## src/rtl/fifo_bh_pkg.sv

```systemverilog
// fifo_bh_pkg: shared helpers for the fifo_bh_threshold FIFO.
//   clog2          - ceiling log2 used to validate the pointer width
//   depth_ok       - DEPTH >= 2 and DEPTH_LG2 == clog2(DEPTH)
//   thresholds_ok  - AF_SPACE in 1..DEPTH, AE_LEVEL in 0..DEPTH-1
package fifo_bh_pkg;

  function automatic int unsigned clog2(input int unsigned n);
    int unsigned r;
    r = 0;
    for (int unsigned v = 1; v < n; v = v << 1) r++;
    return r;
  endfunction

  function automatic bit depth_ok(input int depth, input int depth_lg2);
    return (depth >= 2) && (depth_lg2 == int'(clog2(depth)));
  endfunction

  function automatic bit thresholds_ok(input int depth, input int af_space,
                                       input int ae_level);
    return (af_space >= 1) && (af_space <= depth) &&
           (ae_level >= 0) && (ae_level <= depth - 1);
  endfunction

endpackage

```

## src/rtl/fifo_bh_wrap_ctr.sv

```systemverilog
// fifo_bh_wrap_ctr: W-bit pointer counter that wraps DEPTH-1 -> 0, so any
// depth (not only powers of two) is addressed without gaps.
// Ports:
//   clk    in   rising-edge clock
//   reset  in   synchronous active-high reset, clears counter to 0
//   en_i   in   advance by one
//   cnt_o  out  current pointer value
module fifo_bh_wrap_ctr
  import fifo_bh_pkg::*;
#(
  parameter int DEPTH = 14,
  parameter int W     = 4
) (
  input  logic         clk,
  input  logic         reset,
  input  logic         en_i,
  output logic [W-1:0] cnt_o
);

  localparam logic [W-1:0] LAST = W'(DEPTH - 1);

  logic [W-1:0] cnt_q, cnt_d;

  always_comb begin
    cnt_d = cnt_q;
    if (en_i) cnt_d = (cnt_q == LAST) ? '0 : cnt_q + W'(1);
  end

  always_ff @(posedge clk) begin
    if (reset) cnt_q <= '0;
    else       cnt_q <= cnt_d;
  end

  assign cnt_o = cnt_q;

endmodule

```

## src/rtl/fifo_bh_threshold.sv

```systemverilog
// fifo_bh_threshold: synchronous FWFT FIFO of any depth with full/empty
// protection, almost-full / almost-empty thresholds and an occupancy count.
// Optional feature macro: FIFO_BH_ERR_FLAGS_EN (sticky overflow/underflow
// flags plus simulation assertions; when undefined both flags read 0).
// Ports:
//   clk, reset      clock, synchronous active-high reset
//   wren_i/wdata_i  push request and data
//   rden_i          pop request
//   rdata_o         head entry, combinational (valid when empty_o=0)
//   full_o, empty_o, almost_full_o, almost_empty_o, count_o  count decodes
//   overflow_o, underflow_o  sticky error flags
module fifo_bh_threshold
  import fifo_bh_pkg::*;
#(
  parameter int DATA_WIDTH = 66,
  parameter int DEPTH      = 14,
  parameter int DEPTH_LG2  = 4,
  parameter int AF_SPACE   = 7,
  parameter int AE_LEVEL   = 2
) (
  input  logic                  clk,
  input  logic                  reset,
  input  logic                  wren_i,
  input  logic                  rden_i,
  input  logic [DATA_WIDTH-1:0] wdata_i,
  output logic [DATA_WIDTH-1:0] rdata_o,
  output logic                  full_o,
  output logic                  empty_o,
  output logic                  almost_full_o,
  output logic                  almost_empty_o,
  output logic [DEPTH_LG2:0]    count_o,
  output logic                  overflow_o,
  output logic                  underflow_o
);

  localparam int CW = DEPTH_LG2 + 1;
  localparam logic [CW-1:0] FULL_LVL = CW'(DEPTH);
  localparam logic [CW-1:0] AF_LVL   = CW'(DEPTH - AF_SPACE);
  localparam logic [CW-1:0] AE_LVL   = CW'(AE_LEVEL);

  if (!depth_ok(DEPTH, DEPTH_LG2) ||
      !thresholds_ok(DEPTH, AF_SPACE, AE_LEVEL)) begin : g_bad_params
    $error("fifo_bh_threshold: illegal DEPTH/DEPTH_LG2/AF_SPACE/AE_LEVEL");
  end

  logic [DATA_WIDTH-1:0] mem_q [DEPTH];
  logic [DATA_WIDTH-1:0] mem_d [DEPTH];
  logic [CW-1:0]         count_q, count_d;
  logic [DEPTH_LG2-1:0]  wrptr, rdptr;
  logic                  push_ok, pop_ok;

  // A push at full is still accepted when a pop frees the head slot in the
  // same cycle; a pop at empty is always refused.
  assign push_ok = wren_i & (~full_o | rden_i);
  assign pop_ok  = rden_i & ~empty_o;

  fifo_bh_wrap_ctr #(.DEPTH(DEPTH), .W(DEPTH_LG2)) u_wrptr (
    .clk(clk), .reset(reset), .en_i(push_ok), .cnt_o(wrptr)
  );

  fifo_bh_wrap_ctr #(.DEPTH(DEPTH), .W(DEPTH_LG2)) u_rdptr (
    .clk(clk), .reset(reset), .en_i(pop_ok), .cnt_o(rdptr)
  );

  always_comb begin
    mem_d = mem_q;
    if (push_ok) mem_d[wrptr] = wdata_i;
  end

  always_comb begin
    count_d = count_q;
    case ({push_ok, pop_ok})
      2'b10:   count_d = count_q + CW'(1);
      2'b01:   count_d = count_q - CW'(1);
      default: count_d = count_q;
    endcase
  end

  always_ff @(posedge clk) begin
    if (reset) begin
      count_q <= '0;
      for (int i = 0; i < DEPTH; i++) mem_q[i] <= '0;
    end else begin
      count_q <= count_d;
      mem_q   <= mem_d;
    end
  end

  assign rdata_o        = mem_q[rdptr];
  assign count_o        = count_q;
  assign full_o         = (count_q == FULL_LVL);
  assign empty_o        = (count_q == '0);
  assign almost_full_o  = (count_q > AF_LVL);
  assign almost_empty_o = (count_q <= AE_LVL);

`ifdef FIFO_BH_ERR_FLAGS_EN
  logic overflow_q, overflow_d, underflow_q, underflow_d;

  // Any refused request is an error, including a pop that coincides with a
  // push into an empty FIFO.
  always_comb begin
    overflow_d  = overflow_q  | (wren_i & ~push_ok);
    underflow_d = underflow_q | (rden_i & ~pop_ok);
  end

  always_ff @(posedge clk) begin
    if (reset) begin
      overflow_q  <= 1'b0;
      underflow_q <= 1'b0;
    end else begin
      overflow_q  <= overflow_d;
      underflow_q <= underflow_d;
    end
  end

  assign overflow_o  = overflow_q;
  assign underflow_o = underflow_q;

  a_no_overflow: assert property (@(posedge clk) disable iff (reset)
    !(wren_i && !push_ok)) else $warning("fifo_bh_threshold: push refused");
  a_no_underflow: assert property (@(posedge clk) disable iff (reset)
    !(rden_i && !pop_ok)) else $warning("fifo_bh_threshold: pop refused");
`else
  assign overflow_o  = 1'b0;
  assign underflow_o = 1'b0;
`endif

endmodule

```

## config.mk

```make
export PLATFORM = sky130hd
export DESIGN_NAME = fifo_bh_threshold
export DESIGN_NICKNAME = d
export VERILOG_FILES = /design/src/rtl/fifo_bh_pkg.sv /design/src/rtl/fifo_bh_wrap_ctr.sv /design/src/rtl/fifo_bh_threshold.sv
export SDC_FILE = /design/constraint.sdc
export NUM_CORES = 2
export LEC_CHECK = 0
export CAP_MARGIN = 30
export CORE_ASPECT_RATIO = 0.6
export CORE_UTILIZATION = 55
export DETAILED_ROUTE_END_ITERATION = 16
export MAX_ROUTING_LAYER = met4
export PLACE_DENSITY = 0.84
export REMOVE_ABC_BUFFERS = 1
export SLEW_MARGIN = 20
export SYNTH_ARGS = -nofsm -noshare
export SYNTH_HDL_FRONTEND = slang
export SYNTH_HIERARCHICAL = 1
export SYNTH_SLANG_ARGS = --single-unit
```

## constraint.sdc

```tcl
create_clock -name clk -period 3.24 [get_ports clk]
set_input_delay 0.324 -clock clk [delete_from_list [all_inputs] [get_ports clk]]
set_output_delay 0.324 -clock clk [all_outputs]
set_load 0.03 [all_outputs]
```

======== After elaboration in Yosys (flattened, before gate mapping) ========
Cells that the tools add are included.
word-level totals
  register bits ........................... 937
  word-level logic and storage cells ...... 50
operators by class
  bitwise operators ....................... 7
  mux-type cells .......................... 9
  equal/unequal tests ..................... 5
  reductions and logical operators ........ 3
  add/subtract/negate cells ............... 4
  magnitude comparators ................... 5
operators by type and width
  cell                   count
  $bwmux W924            1
  $bmux W66 S4           1
  $demux W66 S4          1
  $mux W66               3
  $ge A5 B5 Y1 const B   2
  $not A4 Y5             2
  $pmux W5 S2            1
  $add A4 B1 Y4 const B  2
  $eq A4 B4 Y1 const B   2
  $mux W4                2
  $add A5 B1 Y5 const B  1
  $eq A5 B4 Y1 const B   1
  $gt A5 B3 Y1 const B   1
  $le A5 B2 Y1 const B   1
  $logic_not A5 Y1       1
  $lt A5 B1 Y1 const B   1
  $sub A5 B1 Y5 const B  1
  $and A1 B1 Y1          2
  $eq A2 B1 Y1 const B   1
  $eq A2 B2 Y1 const B   1
  $not A1 Y1             2
  $reduce_bool A2 Y1     1
  $logic_and A1 B1 Y1    1
  $or A1 B1 Y1           1

======== Logic depth before layout (Yosys ltp) ========
  depth after elaboration ................. 6
  depth in mapped cells ................... 13

======== Cells and area by module ========
The synthesis kept the hierarchy.
modules (own cells, without submodules)
  module             instances  area each (um2)  cells each  sequential area each (um2)
  fifo_bh_threshold  1          39620.5          4826        18597.8
  fifo_bh_wrap_ctr   2          182.7            17          80.1

======== Least setup slack after synthesis ========
No wires, ideal clock.
  kind .................................... register to register
  from .................................... register count_q[4] (netlist: count_o[4])
  to ...................................... register count_q[4] (netlist: count_o[4])
  path buffers ............................ 0
  arrival time ............................ 3.561 ns
  stages on the path, launching flop included .. 11
  setup time .............................. 0.121 ns
  slack ................................... -0.441 ns
  period minus slack after synthesis ...... 3.681 ns
  required time ........................... 3.119 ns
  cell sequence ........................... dfxtp_1 or3_1 nor3_1 nor2b_1 ha_1 ha_1 nor2b_1 o21ai_0 a21oi_1 or3b_2 mux2_2
between the ends
  elaborated cells on any way between the ends .. 13
  those cells by class .................... add/sub (2); eq/ne (3); mux (1); bitwise (5); reduce/logical (2)
RTL lines
  item                                                      line                     source
  from (decl)                                               fifo_bh_threshold.sv:48  logic [CW-1:0] count_q, count_d;
  from (signal assigned)                                    fifo_bh_threshold.sv:84  count_q <= count_d;
  $logic_not A5 Y1 *                                        fifo_bh_threshold.sv:92  assign empty_o = (count_q == '0);
  named net empty_o                                         fifo_bh_threshold.sv:28  output logic empty_o,
  $not A1 Y1 *                                              fifo_bh_threshold.sv:55  assign pop_ok = rden_i & ~empty_o;
  $and A1 B1 Y1 *                                           fifo_bh_threshold.sv:55
  named net pop_ok                                          fifo_bh_threshold.sv:50  logic push_ok, pop_ok;
  $eq A2 B1 Y1 / $eq A2 B2 Y1 (equally long branches)       fifo_bh_threshold.sv:72  case ({push_ok, pop_ok})
  $pmux W5 S2 / $reduce_bool A2 Y1 (equally long branches)  -
Mark *: on every way through the listed nets, which the timed path passes. The rest lies on a longest branch.
A chain may end at the register's enable or synchronous reset.

======== Final worst setup path ========
  from .................................... register u_rdptr.cnt_q[0] (netlist: u_rdptr/cnt_o[0])
  to ...................................... output port rdata_o[36]
between the ends
  word-level cells in the longest chain between the ends .. 4
RTL lines
  item                                          line                     source
  from (decl)                                   fifo_bh_wrap_ctr.sv:22   logic [W-1:0] cnt_q, cnt_d;
  from (signal assigned)                        fifo_bh_wrap_ctr.sv:31   else cnt_q <= cnt_d;
  $not A4 Y5 (implied by the code)              fifo_bh_threshold.sv:89  assign rdata_o = mem_q[rdptr];
  $bmux W66 S4                                  fifo_bh_threshold.sv:89
  $mux W66 (implied by the code) (2 in series)  fifo_bh_threshold.sv:89
  to (decl)                                     fifo_bh_threshold.sv:26  output logic [DATA_WIDTH-1:0] rdata_o,
No other way between the ends. The select of a mux whose other input is x is not followed.

==> impl_metrics.yaml <==
status:
  status: "complete, but fails checks"
  violations: "negative setup slack"
die:
  dieArea_um2: 73800
  core_region_area_um2: 71800
  die_w_um: 350
  initial_core_util_pct: 55.7
  io_pins: 147
  rows: 76
  die_h_um: 211
route:
  wl_per_cell_um: 21.8
  final_antenna_net_count: 0
  drc: 0
  first_pass_iters: 9
  viasPerCell: 6.26
  routed_wirelength_um: 126000
  drtIter0Drc: 5539
  dr_total_vias: 36300
logic_synthesis:
  async_flop_share_pct: 0
  ys_top_cells_by_count: "nand2_1 (1887), a21oi_1 (995), dfxtp_1 (937)"
  synth_area_leaders: "dfxtp_1 (47%), nand2_1 (18%), a21oi_1 (12%)"
  synth_area_um2: 40000
  synth_top_flop_cell: "dfxtp_1"
  synth_warnings: 6
  synthCells: 4860
  synth.avg_cell_area_um2: 8.23
  synth_top_cell_by_area: "dfxtp_1"
  synth_edf_count: 0
  yosysSeqAreaShare_pct: 46.9
  ys_ff_latch: 937
  synth.most_common_cell: "nand2_1"
  ys_types: 48
  synth_top_area_share_pct: 46.9
grt:
  gr-total-overflow: 0
  grtUsageTotal_pct: 34.4
  grt_max_degree: 153
  grt_pass1_wl_um: 194000
  first_global_vias: 35000
  antenna_found_initial: 1
clocking:
  cts-root-buf: "clkbuf_16"
  cts_tree: "yes"
  htree_levels: 3
  insertion_delay_ps: 670
  clockBufferDepth: 3
  cts_sinks: 937
  cts.clk_slew.worst_paths_ps: 70
  numCtsBuffers: 83
power_and_ir_drop:
  p_int_uw: 19900
  p_leak_uw: 0.0145
  p_sw_uw: 7410
  power_frac_seq_pct: 43.3
  vdd_drop_max_mv: 0.479
  switching_share_pct: 27.2
  powerDensity_nw_per_um2: 598
  clockPowerShare_pct: 39.1
  power_uw: 27300
  combPwrFrac_pct: 17.6
cells_and_area:
  design_area_um2: 45600
  multi_input_area_um2: 19200
  syn_to_final_growth_pct: 14.1
  drive_above_1_share_pct: 11.3
  ff_latch_area_um2: 18800
  fillers: 5554
  nets: 4829
setup_path:
  crit_required_ps: 2920
  rr_worst_depth: 11
  start_kind: "register"
  cpMaxStageDelayCell: "mux4_2"
  r2r-end: "count_o[4]"
  critPathMaxStageDelay_ps: 510
  ff2ff_setup_slack_ps: 230
  timing.rr.start: "count_o[2]"
  setup.worst_path.start: "u_rdptr/cnt_o[0]"
  path_class: "reg -> out"
  critPathBufInv: 3
  endpoint_kind: "output pin"
  critPathMaxFanout: 15
  path_cells: "buf_12, bufbuf_16, mux4_2, a22o_1, a21oi_1, o21ai_1, buf_12"
  cp_top_family: "buffers and inverters"
  crit_arrival_ps: 2920
  cpMostUsedCell: "buf_12"
place:
  dp_hpwl_um: 69200
  place_ws_ps: 49.9
  placed_area_um2: 42400
  io_buffers: 144
  gp_congestion: 0.832
sta:
  max_freq_mhz: 308
  finalMaxSlewViolations: 0
  period_needed_ps: 3250
  hold_viol: 0
  skew_ps: 19.7
  max-slew-margin-rel_pct: 39.4
  tightest_slew_ps: 907
  setup-violations-final: 1
  period_share_pct: 100
  fin_ws_ps: -5.15
worst_hold_path:
  hp-start: "reset"
  hold_path.class: "in -> reg"
  hold_depth: 2
  hold_end: "mem_q[876]"
job:
  cap_violations: 0
[worst max path at each step]
| stage | slack (ps) | cells past startpoint | end |
|---|---|---|---|
| after floorplan | -9160 | 3 | rdata_o[19] |
| after global placement | -20 | 11 | count_o[4] |
| after detailed placement | 50 | 11 | count_o[4] |
| after CTS | 5 | 6 | rdata_o[10] |
| after global routing | -20 | 5 | rdata_o[5] |
| final | -5 | 7 | rdata_o[36] |
[power groups by stage]
stage                     clock network, uW  logic, uW  registers (uW)
after floorplan                           0       1760           12400
after global placement                    0       4400           12100
after detailed placement                  0       4430           12100
after CTS                             10700       4590           11800
after global routing                  11200       4990           11800
final                                 10700       4790           11800
[metrics by stage]
stage / util, % / TNS, ps / instances / hold WS (ps)
after floorplan: - / -1144120 / 4400 / 389
after global placement: 58.9 / -22.3 / 5628 / 438
after detailed placement: 59.1 / 0 / 5633 / 443
after CTS: 63.3 / 0 / 5791 / 66.9
after global routing: 63.6 / -23.2 / 5799 / 83.0
final: 63.6 / -5.15 / 5801 / 84.1
[logic make-up (layout without fill, tap and decap cells)]
family | after synthesis | after routing | synth area share (%)
DFF | 937 | 937 | 46.9
muxes | 302 | 302 | 12.6
other | 1 | 5 | 0.00938
and+or+nand+nor | 1969 | 1969 | 19.1
buffers and inverters | 467 | 429 | 5.54
AOI/OAI and AO/OA | 1175 | 1175 | 15.5
xor gates and xnor gates | 4 | 4 | 0.0876
adders and majority gates | 5 | 5 | 0.175
[cell type report]
type	instances	share of cell area (%)
Timing Repair Buffer	269	7.61
Tap cell	975	2.67
Inverter	6	0.0493
Multi-Input combinational cell	3457	42.1
Clock buffer	122	5.40
Clock inverter	32	0.984
Sequential cell	937	41.1
Antenna cell	3	0.0164
[per-layer routing]
metal | wire, um | global-route usage, % | vias up | share of wire (%)
met5 | 0 | - | - | 0
met4 | 5140 | 14.1 | 0 | 4.1
met3 | 17200 | 6.80 | 476 | 14
met2 | 57100 | 52.8 | 2556 | 45
met1 | 46800 | 44.7 | 17200 | 37
li1 | - | - | 16100 | -
[repair_timing]
action                                  CTS  global route
resized for setup                         9            16
hold buffers                              0             0
cloned                                    1             3
endpoints found under the setup margin   36            21
setup buffers                             3             2
[state kept, by name (all words and copies together) (netlist names)]
name / flops
u_wrptr/cnt_o: 4
count_o: 5
u_rdptr/cnt_o: 4
mem_q: 924
[layout by cell type, fill, tap and decap left out, drive strengths merged, types with 2 or more instances in the layout]
master / n
nand3b: 3
clkinv: 15
nand2: 1888
dfxtp: 937
or3: 6
and3: 8
diode: 3
nand2b: 7
a21oi: 995
inv: 11
nor2: 12
bufinv: 10
clkbuf: 125
and2: 5
or2: 3
o211a: 2
mux4: 162
clkdlybuf4s50: 77
mux2i: 139
nand4b: 2
o22ai: 40
nor3b: 3
a211oi: 2
o21ai: 67
nor4: 2
xnor2: 3
nand4bb: 2
ha: 4
nor3: 9
clkinvlp: 2
conb: 2
a22o: 30
buf: 188
a41oi: 2
o221ai: 36
nand3: 10
nor2b: 6
Note: power is estimated with default switching activity, not from simulation.
